===== config.mk =====
export PLATFORM = sky130hd
export DESIGN_NAME = instr_encoder
export DESIGN_NICKNAME = d
export VERILOG_FILES = /design/src/rtl/instr_enc_pkg.sv /design/src/rtl/instr_pack.sv /design/src/rtl/instr_encoder.sv
export SDC_FILE = /design/constraint.sdc
export NUM_CORES = 1
export LEC_CHECK = 0
export BUFFER_PORTS_ARGS = -buffer_cell sky130_fd_sc_hd__clkbuf_2
export CELL_PAD_IN_SITES_DETAIL_PLACEMENT = 1
export CELL_PAD_IN_SITES_GLOBAL_PLACEMENT = 1
export CORE_UTILIZATION = 25
export DETAILED_ROUTE_END_ITERATION = 10
export GPL_TIMING_DRIVEN = 0
export PLACE_DENSITY_LB_ADDON = 0.1
export SYNTH_ARGS = -nofsm -noshare
export SYNTH_HDL_FRONTEND = slang
export SYNTH_SLANG_ARGS = --single-unit

===== constraint.sdc =====
create_clock -name clk_i -period 5.5 [get_ports clk_i]
set_clock_uncertainty 0.15 [all_clocks]
set_input_delay 0.55 -clock clk_i [delete_from_list [all_inputs] [get_ports clk_i]]
set_output_delay 0.55 -clock clk_i [all_outputs]
set_load 0.01 [all_outputs]

===== src/rtl/instr_enc_pkg.sv =====
// Shared definitions for the RV32I subset encoder: mnemonic codes,
// major opcodes, funct3 values and per-format bit-packing helpers.
package instr_enc_pkg;

  typedef enum logic [3:0] {
    MN_ADD  = 4'd0,
    MN_XOR  = 4'd1,
    MN_AND  = 4'd2,
    MN_ADDI = 4'd3,
    MN_ANDI = 4'd4,
    MN_SLLI = 4'd5,
    MN_SRLI = 4'd6,
    MN_LBU  = 4'd7,
    MN_SB   = 4'd8,
    MN_BNE  = 4'd9,
    MN_LUI  = 4'd10,
    MN_JAL  = 4'd11,
    MN_JALR = 4'd12
  } mnemonic_e;

  localparam logic [6:0] OP_R      = 7'b0110011;
  localparam logic [6:0] OP_I      = 7'b0010011;
  localparam logic [6:0] OP_LOAD   = 7'b0000011;
  localparam logic [6:0] OP_STORE  = 7'b0100011;
  localparam logic [6:0] OP_BRANCH = 7'b1100011;
  localparam logic [6:0] OP_LUI    = 7'b0110111;
  localparam logic [6:0] OP_JAL    = 7'b1101111;
  localparam logic [6:0] OP_JALR   = 7'b1100111;

  localparam logic [2:0] F3_ADD  = 3'b000;
  localparam logic [2:0] F3_XOR  = 3'b100;
  localparam logic [2:0] F3_AND  = 3'b111;
  localparam logic [2:0] F3_SLL  = 3'b001;
  localparam logic [2:0] F3_SRL  = 3'b101;
  localparam logic [2:0] F3_LBU  = 3'b100;
  localparam logic [2:0] F3_SB   = 3'b000;
  localparam logic [2:0] F3_BNE  = 3'b001;
  localparam logic [2:0] F3_JALR = 3'b000;

  localparam logic [6:0] F7_ZERO = 7'b0000000;

  // R-type: funct7 | rs2 | rs1 | funct3 | rd | opcode
  function automatic logic [31:0] enc_r(input logic [6:0] f7, input logic [4:0] rs2,
                                        input logic [4:0] rs1, input logic [2:0] f3,
                                        input logic [4:0] rd, input logic [6:0] opc);
    return {f7, rs2, rs1, f3, rd, opc};
  endfunction

  // I-type: imm[11:0] | rs1 | funct3 | rd | opcode
  function automatic logic [31:0] enc_i(input logic [11:0] imm, input logic [4:0] rs1,
                                        input logic [2:0] f3, input logic [4:0] rd,
                                        input logic [6:0] opc);
    return {imm, rs1, f3, rd, opc};
  endfunction

  // S-type: the immediate is split around rs2/rs1/funct3
  function automatic logic [31:0] enc_s(input logic [11:0] imm, input logic [4:0] rs2,
                                        input logic [4:0] rs1, input logic [2:0] f3,
                                        input logic [6:0] opc);
    return {imm[11:5], rs2, rs1, f3, imm[4:0], opc};
  endfunction

  // B-type: offset bit 0 is implicit, bits scrambled as the ISA defines
  function automatic logic [31:0] enc_b(input logic [12:1] imm, input logic [4:0] rs2,
                                        input logic [4:0] rs1, input logic [2:0] f3,
                                        input logic [6:0] opc);
    return {imm[12], imm[10:5], rs2, rs1, f3, imm[4:1], imm[11], opc};
  endfunction

  // U-type: upper 20 immediate bits placed directly
  function automatic logic [31:0] enc_u(input logic [31:12] imm, input logic [4:0] rd,
                                        input logic [6:0] opc);
    return {imm, rd, opc};
  endfunction

  // J-type: offset bit 0 is implicit, bits scrambled as the ISA defines
  function automatic logic [31:0] enc_j(input logic [20:1] imm, input logic [4:0] rd,
                                        input logic [6:0] opc);
    return {imm[20], imm[10:1], imm[11], imm[19:12], rd, opc};
  endfunction

endpackage


===== src/rtl/instr_pack.sv =====
// Combinational field packer: turns a mnemonic plus operands into a
// 32-bit RV32I word and flags mnemonic codes outside the subset.
module instr_pack
  import instr_enc_pkg::*;
(
  input  logic [3:0]  op,
  input  logic [4:0]  rd,
  input  logic [4:0]  rs1,
  input  logic [4:0]  rs2,
  input  logic [31:0] imm,
  output logic [31:0] word,
  output logic        legal
);

  // Select the instruction format and fixed fields for each mnemonic
  always_comb begin
    word  = 32'h0;
    legal = 1'b1;
    case (op)
      MN_ADD:  word = enc_r(F7_ZERO, rs2, rs1, F3_ADD, rd, OP_R);
      MN_XOR:  word = enc_r(F7_ZERO, rs2, rs1, F3_XOR, rd, OP_R);
      MN_AND:  word = enc_r(F7_ZERO, rs2, rs1, F3_AND, rd, OP_R);
      MN_ADDI: word = enc_i(imm[11:0], rs1, F3_ADD, rd, OP_I);
      MN_ANDI: word = enc_i(imm[11:0], rs1, F3_AND, rd, OP_I);
      MN_SLLI: word = enc_r(F7_ZERO, imm[4:0], rs1, F3_SLL, rd, OP_I);
      MN_SRLI: word = enc_r(F7_ZERO, imm[4:0], rs1, F3_SRL, rd, OP_I);
      MN_LBU:  word = enc_i(imm[11:0], rs1, F3_LBU, rd, OP_LOAD);
      MN_SB:   word = enc_s(imm[11:0], rs2, rs1, F3_SB, OP_STORE);
      MN_BNE:  word = enc_b(imm[12:1], rs2, rs1, F3_BNE, OP_BRANCH);
      MN_LUI:  word = enc_u(imm[31:12], rd, OP_LUI);
      MN_JAL:  word = enc_j(imm[20:1], rd, OP_JAL);
      MN_JALR: word = enc_i(imm[11:0], rs1, F3_JALR, rd, OP_JALR);
      default: legal = 1'b0;
    endcase
  end

endmodule


===== src/rtl/instr_encoder.sv =====
// Sequential instruction encoder: accepts encode requests over a
// valid/ready handshake and queues {word, byte address} pairs in a
// 2-entry FIFO for the instruction-memory write port.
module instr_encoder
  import instr_enc_pkg::*;
#(
  parameter int ADDR_WIDTH = 12,
  parameter int BASE_ADDR  = 0
)(
  input  logic                  clk_i,
  input  logic                  rst_i,
  input  logic                  valid_i,
  output logic                  ready_o,
  input  logic [3:0]            op_i,
  input  logic [4:0]            rd_i,
  input  logic [4:0]            rs1_i,
  input  logic [4:0]            rs2_i,
  input  logic [31:0]           imm_i,
  output logic                  valid_o,
  input  logic                  ready_i,
  output logic [31:0]           instr_o,
  output logic [ADDR_WIDTH-1:0] addr_o,
  output logic [15:0]           count_o,
  output logic                  err_o
);

  localparam logic [ADDR_WIDTH-1:0] BaseAddr  = ADDR_WIDTH'(BASE_ADDR);
  localparam logic [ADDR_WIDTH-1:0] AddrStep  = ADDR_WIDTH'(4);

  logic [31:0]           fifo_instr [2];
  logic [ADDR_WIDTH-1:0] fifo_addr  [2];
  logic                  wr_ptr;
  logic                  rd_ptr;
  logic [1:0]            occupancy;
  logic [ADDR_WIDTH-1:0] addr_cnt;
  logic [15:0]           count;
  logic                  err;

  logic [31:0]           packed_word;
  logic                  packed_legal;
  logic                  accept;
  logic                  push;
  logic                  pop;

  instr_pack u_pack (
    .op    (op_i),
    .rd    (rd_i),
    .rs1   (rs1_i),
    .rs2   (rs2_i),
    .imm   (imm_i),
    .word  (packed_word),
    .legal (packed_legal)
  );

  // ready depends only on stored occupancy, never on the consumer's ready
  assign ready_o = (occupancy != 2'd2);
  assign valid_o = (occupancy != 2'd0);
  assign accept  = valid_i && ready_o;
  assign push    = accept && packed_legal;
  assign pop     = valid_o && ready_i;

  assign instr_o = fifo_instr[rd_ptr];
  assign addr_o  = fifo_addr[rd_ptr];
  assign count_o = count;
  assign err_o   = err;

  // FIFO storage and pointers; storage is cleared so outputs read 0 after reset
  always_ff @(posedge clk_i) begin
    if (rst_i) begin
      fifo_instr[0] <= 32'h0;
      fifo_instr[1] <= 32'h0;
      fifo_addr[0]  <= '0;
      fifo_addr[1]  <= '0;
      wr_ptr        <= 1'b0;
      rd_ptr        <= 1'b0;
    end else begin
      if (push) begin
        fifo_instr[wr_ptr] <= packed_word;
        fifo_addr[wr_ptr]  <= addr_cnt;
        wr_ptr             <= ~wr_ptr;
      end
      if (pop) begin
        rd_ptr <= ~rd_ptr;
      end
    end
  end

  // Occupancy tracks push/pop; a simultaneous push and pop leaves it unchanged
  always_ff @(posedge clk_i) begin
    if (rst_i) begin
      occupancy <= 2'd0;
    end else begin
      case ({push, pop})
        2'b10:   occupancy <= occupancy + 2'd1;
        2'b01:   occupancy <= occupancy - 2'd1;
        default: occupancy <= occupancy;
      endcase
    end
  end

  // Address counter, saturating word count and sticky illegal-op flag
  always_ff @(posedge clk_i) begin
    if (rst_i) begin
      addr_cnt <= BaseAddr;
      count    <= 16'h0;
      err      <= 1'b0;
    end else begin
      if (push) begin
        addr_cnt <= addr_cnt + AddrStep;
        if (count != 16'hFFFF) begin
          count <= count + 16'd1;
        end
      end
      if (accept && !packed_legal) begin
        err <= 1'b1;
      end
    end
  end

endmodule


# After elaboration in Yosys (flattened, before gate mapping)
# Memories as Yosys holds them, arrays and structs flattened. A register that Yosys moved wholly into a read port is not among the register bits.
# Index checks and enable logic that the tools add are counted.
# totals
out_inout_bits,63
register_bits,33
memories,2
in_bits,55
wordCells,60
ramBits,88
# memory_table
name,depth,word_bits,read_ports,rd_ports_with_merged_regs,write_ports,line_no,source
fifo_instr,2,32,1,1,2,instr_encoder.sv:30,logic [31:0] fifo_instr [2];
fifo_addr,2,12,1,1,2,instr_encoder.sv:31,logic [ADDR_WIDTH-1:0] fifo_addr [2];
# op_classes
eq_ne,16
n_addsub,4
bitwise_logic,2
n_reduce_logical,12
n_mux,18
# ops
op,n
$pmux 32 s13,1
$mux 32,1
$reduce_or 32->1,1
$eq 4x4->1 const B,5
$add 16x1->16 const B,1
$eq 4x3->1 const B,4
$ne 16x16->1 const B,1
$mux 1,14
$reduce_or 13->1,1
$add 12x3->12 const B,1
$mux 12,1
$reduce_or 12->1,1
$eq 4x2->1 const B,2
$eq 4x1->1 const B,1
$logic_and 1x1->1,4
$logic_not 4->1,1
$pmux 2 s2,1
$reduce_bool 2->1,2
$add 2x1->2 const B,1
$eq 2x1->1 const B,1
$eq 2x2->1 const B,1
$ne 2x2->1 const B,1
$not 1->1,2
$reduce_and 2->1,1
2 further kinds,2

# Depth between registers and ports, before layout
# depth
word_depth,9
ltp_mapped,10
depth_no_buf,7

# Cells and area by module
# A second synthesis with hierarchy kept.
# unflattened
hier_cells,531
area_unflattened_um2,6042.0
# by_module_without_submodules
mod,seq_area_each_um2,cells_each,area_per_inst_um2,n_inst
instr_encoder,3163.0,416,5255.0,1
instr_pack,0.0,115,787.0,1

# Least setup slack after synthesis
# OpenSTA, ideal clock, no wires.
# synth_path
path_kind,input-to-reg
start,in op_i[0]
end,"mem fifo_addr[0][10], enable pin"
t_arrival_ns,4.487
setup_slack_ns,0.367
path_stages,7
setup_time_ns,0.496
required_time_ns,4.854
n_path_buf,3
path_cell_list,buf_6 > o211a_4 > nor3_4 > inv_2 > buf_6 > clkbuf_1 > o21ai_0
# synth_rtl
element,line_no,source
"start, declared",instr_encoder.sv:14,"input logic [3:0] op_i,"
"end, declared",instr_encoder.sv:31,

==> key figures <==
Worst setup path
  – Worst path slowest cell: nor4_1
  – Crit. End Element: flip-flop
  – WP data required: 5.45 ns
  – Crit start category: flip-flop
  – Crit-path cells: and2b_1 > nor4_1 > nand2_1 > clkbuf_1 > nand2_2 > buf_12
  – WP data arrival: 3.17 ns
  – Cells on worst reg2reg path: 6
  – Slowest Stage Delay on Critical Path: 0.62 ns
  – Worst path depth: 6
  – Max FO, Critical Path: 28
  – Cell family with most CP delay: simple AND/OR/NAND/NOR gates
  – Critical path type: reg2reg
  – Crit path buffers/inverters: 2

Clock network
  – Clk buf depth: 2
  – CTS Buf Count: 17
  – CTS tree: done
  – Sinks on Clock Net: 114
  – Cts hold-fix bufs: 0
  – H-tree Lvls: 4
  – Post CTS Setup Buffer Count: 0
  – Skew-Pair Late Insertion Delay: 0.42 ns
  – Post-CTS sizing: 0
  – Clock Tree Root: clkbuf_16
  – Clock transition at path regs: 0.06 ns

GRT
  – Vias in the first global route: 4702
  – Largest net degree at the start of global routing: 29
  – Global-route wire length before repair: 26000 um
  – GR Util All Layers: 15.5%
  – Initial antenna violation count: 0
  – Global route overflow: 0

Layout
  – Most frequent cells in the layout: clkbuf_2 (114), edfxtp_1 (82), nor2_1 (80)
  – Area Growth Syn to Fin: 29.2%
  – Multi-input gate area: 2280 um^2
  – Fillcell total: 2470
  – Nets: 698
  – Layout cells sized above 1: 32.8%
  – Ant diodes: 0
  – Most common cell after layout, fill and taps aside: clkbuf_2
  – Register area: 3100 um^2
  – Fin area: 7180 um^2

Synthesis
  – Synth Area in Compound Gates: 9.51%
  – Adder-cell share of the synthesized area: 0.676%
  – Post-synthesis mux area share: 11.2%
  – Post-synthesis xor/xnor area fraction: 1.26%
  – EDFF count, synth: 82
  – #FFs+latches synth: 114
  – Part of the Yosys area used for sequential elements: 55.9%
  – Syn Area/Cell: 11.0 um^2
  – Simple-gate share of the synthesized area: 18.0%
  – Mapped Area: 5550 um^2
  – Total number of yosys warnings: 0
  – Yosys cell types: 49
  – Main combinational cell family by area after synthesis: simple AND/OR/NAND/NOR gates
  – Synthesized instance count: 503
  – Ys async rst share: 0%
  – Most used flip-flop cell after synthesis: edfxtp_1

Power
  – Internal power: 0.00200 W
  – Peak VDD IR: 209 uV
  – Cell Pwr Density: 394 nW/um^2
  – Switching Fraction: 29.1%
  – Seq pwr share: 37.2%
  – Comb power frac: 22.2%
  – Clk network pwr share: 40.6%
  – LEAKAGE: 2.81 nW
  – Switch Pwr: 0.000823 W
  – Overall power: 0.00283 W

Placement
  – Dpl hpwl: 11900 um
  – Post-place instance area: 6570 um^2
  – I/O Buffers: 114
  – GP Congestion: 0.730

STA
  – Min Hold Slack: 0.324 ns
  – Fmax: 311 MHz
  – Final Setup Violations: 0
  – RSZ-0062 raised after global routing: no
  – Final hold viol count: 0
  – Final Cycle Share: 58.5%
  – Least-Margin Pin Slew: 1.16 ns
  – Fin crit period: 3.22 ns
  – Slew Viols, Final: 0
  – Slew HR: 22.5%

Hold path
  – Hold WC Path Type: in2reg
  – Hold Crit Depth: 3

Route
  – DRT Pass-1 Iters: 6
  – Vias: 4428
  – Average via count per standard cell: 4.75
  – # DRC: 0
  – Mean routed wirelength per cell: 17.7 um
  – Drt initial violations: 152
  – Final wirelength: 16500 um
  – Routed Antenna Nets: 0

Floorplan
  – Num ports: 118
  – CORE AREA: 21800 um^2
  – Initial core utilization: 25.5%
  – Chip Width: 151 um
  – Die height: 151 um
  – Std cell rows: 54
  – DIE AREA: 22800 um^2

Outcome
  – Status: finished, final reports clean

Run
  – Max Cap Viol: 0
==> logic make-up (layout without fill, tap and decap cells) <==
| kind of cell | count (synthesis) | in the layout |
|---|---|---|
| and+or+nand+nor | 195 | 195 |
| DFF | 114 | 114 |
| AOI/OAI and AO/OA | 82 | 82 |
| muxes | 56 | 56 |
| buffers and inverters | 44 | 193 |
| xor gates and xnor gates | 8 | 8 |
| adders and majority gates | 3 | 3 |
| other | 1 | 2 |
==> routing by layer <==
layer  share of wire (%)  wire length [um]  GRT usage, %  up-vias
met5                   0                 0             0        -
met4                0.83               137          5.95        0
met3                 3.8               623          3.07        9
met2                  50              8240          25.7       84
met1                  46              7530          19.7     2197
li1                    -                 -             -     2138
==> worst paths after layout <==
path	slack (ns)	end	start
hold / removal	0.32	fifo_instr[1][26]	imm_i[26]
hold reg to reg	0.37	occupancy[1]	occupancy[1]
setup / recovery	2.28	fifo_instr[1][20]	occupancy[0]
setup reg to reg	2.28	fifo_instr[1][20]	occupancy[0]
==> sequential cells by signal, indices dropped and copies added, names as in the netlist, named ones only <==
| register | count |
|---|---|
| addr_cnt | 10 |
| wr_ptr | 1 |
| fifo_addr | 20 |
| err_o | 1 |
| fifo_instr | 62 |
| occupancy | 2 |
| rd_ptr | 1 |
| count_o | 16 |
==> power groups by stage <==
stage	Combinational, W	Sequential, W	Clock (W)
6_report	0.000627	0.00105	0.00115
2_1_floorplan	0.000382	0.00107	0
4_1_cts	0.000649	0.00105	0.00117
5_1_grt	0.000699	0.00106	0.00122
3_3_place_gp	0.000621	0.00108	0
3_5_place_dp	0.000645	0.00107	0
==> synth_stat cells (all sizes together) (4+ instances only) <==
cell type | number | share of area (%)
nor3 | 4 | 0.56
nand2 | 15 | 1.0
mux2 | 50 | 10
nand3 | 13 | 1.2
inv | 11 | 0.74
a22oi | 8 | 1.1
or4 | 10 | 1.4
clkbuf | 22 | 1.5
dfxtp | 32 | 12
nand4 | 9 | 1.0
o31ai | 9 | 1.2
o21ai | 14 | 1.3
and3 | 13 | 1.5
nor4 | 10 | 1.2
xnor2 | 6 | 0.95
nor2b | 8 | 0.90
buf | 11 | 1.2
a222oi | 4 | 0.72
a21oi | 31 | 2.8
and2 | 11 | 1.2
nand2b | 9 | 1.0
mux2i | 6 | 1.1
or3 | 5 | 0.56
edfxtp | 82 | 44
nor2 | 80 | 5.4
==> metrics by stage <==
stage | worst slack [ns] | TNS (ns) | cells | utilization (%)
after floorplan | 0.367 | 0 | 504 | -
after global placement | -2.39 | -98.04 | 898 | 29.7
after detailed placement | 2.00 | 0 | 901 | 30.1
after CTS | 2.23 | 0 | 933 | 32.9
after global routing | 2.01 | 0 | 933 | 32.9
final | 2.28 | 0 | 933 | 32.9
==> worst min-delay path, stage by stage <==
cell and delay [ns]:
clkbuf_2 0.08, a22oi_1 0.07, nor2_1 0.08
==> final cells by class <==
class,instances,share of cell area [%]
Inverter,11,0.575
Clock buffer,17,5.93
Timing Repair Buffer,117,9.00
Buffer,33,2.09
Clock inverter,15,2.56
Multi-Input combinational cell,346,31.7
Sequential cell,114,43.2
Tap cell,280,4.88
Power figures use the tool's default switching activity.
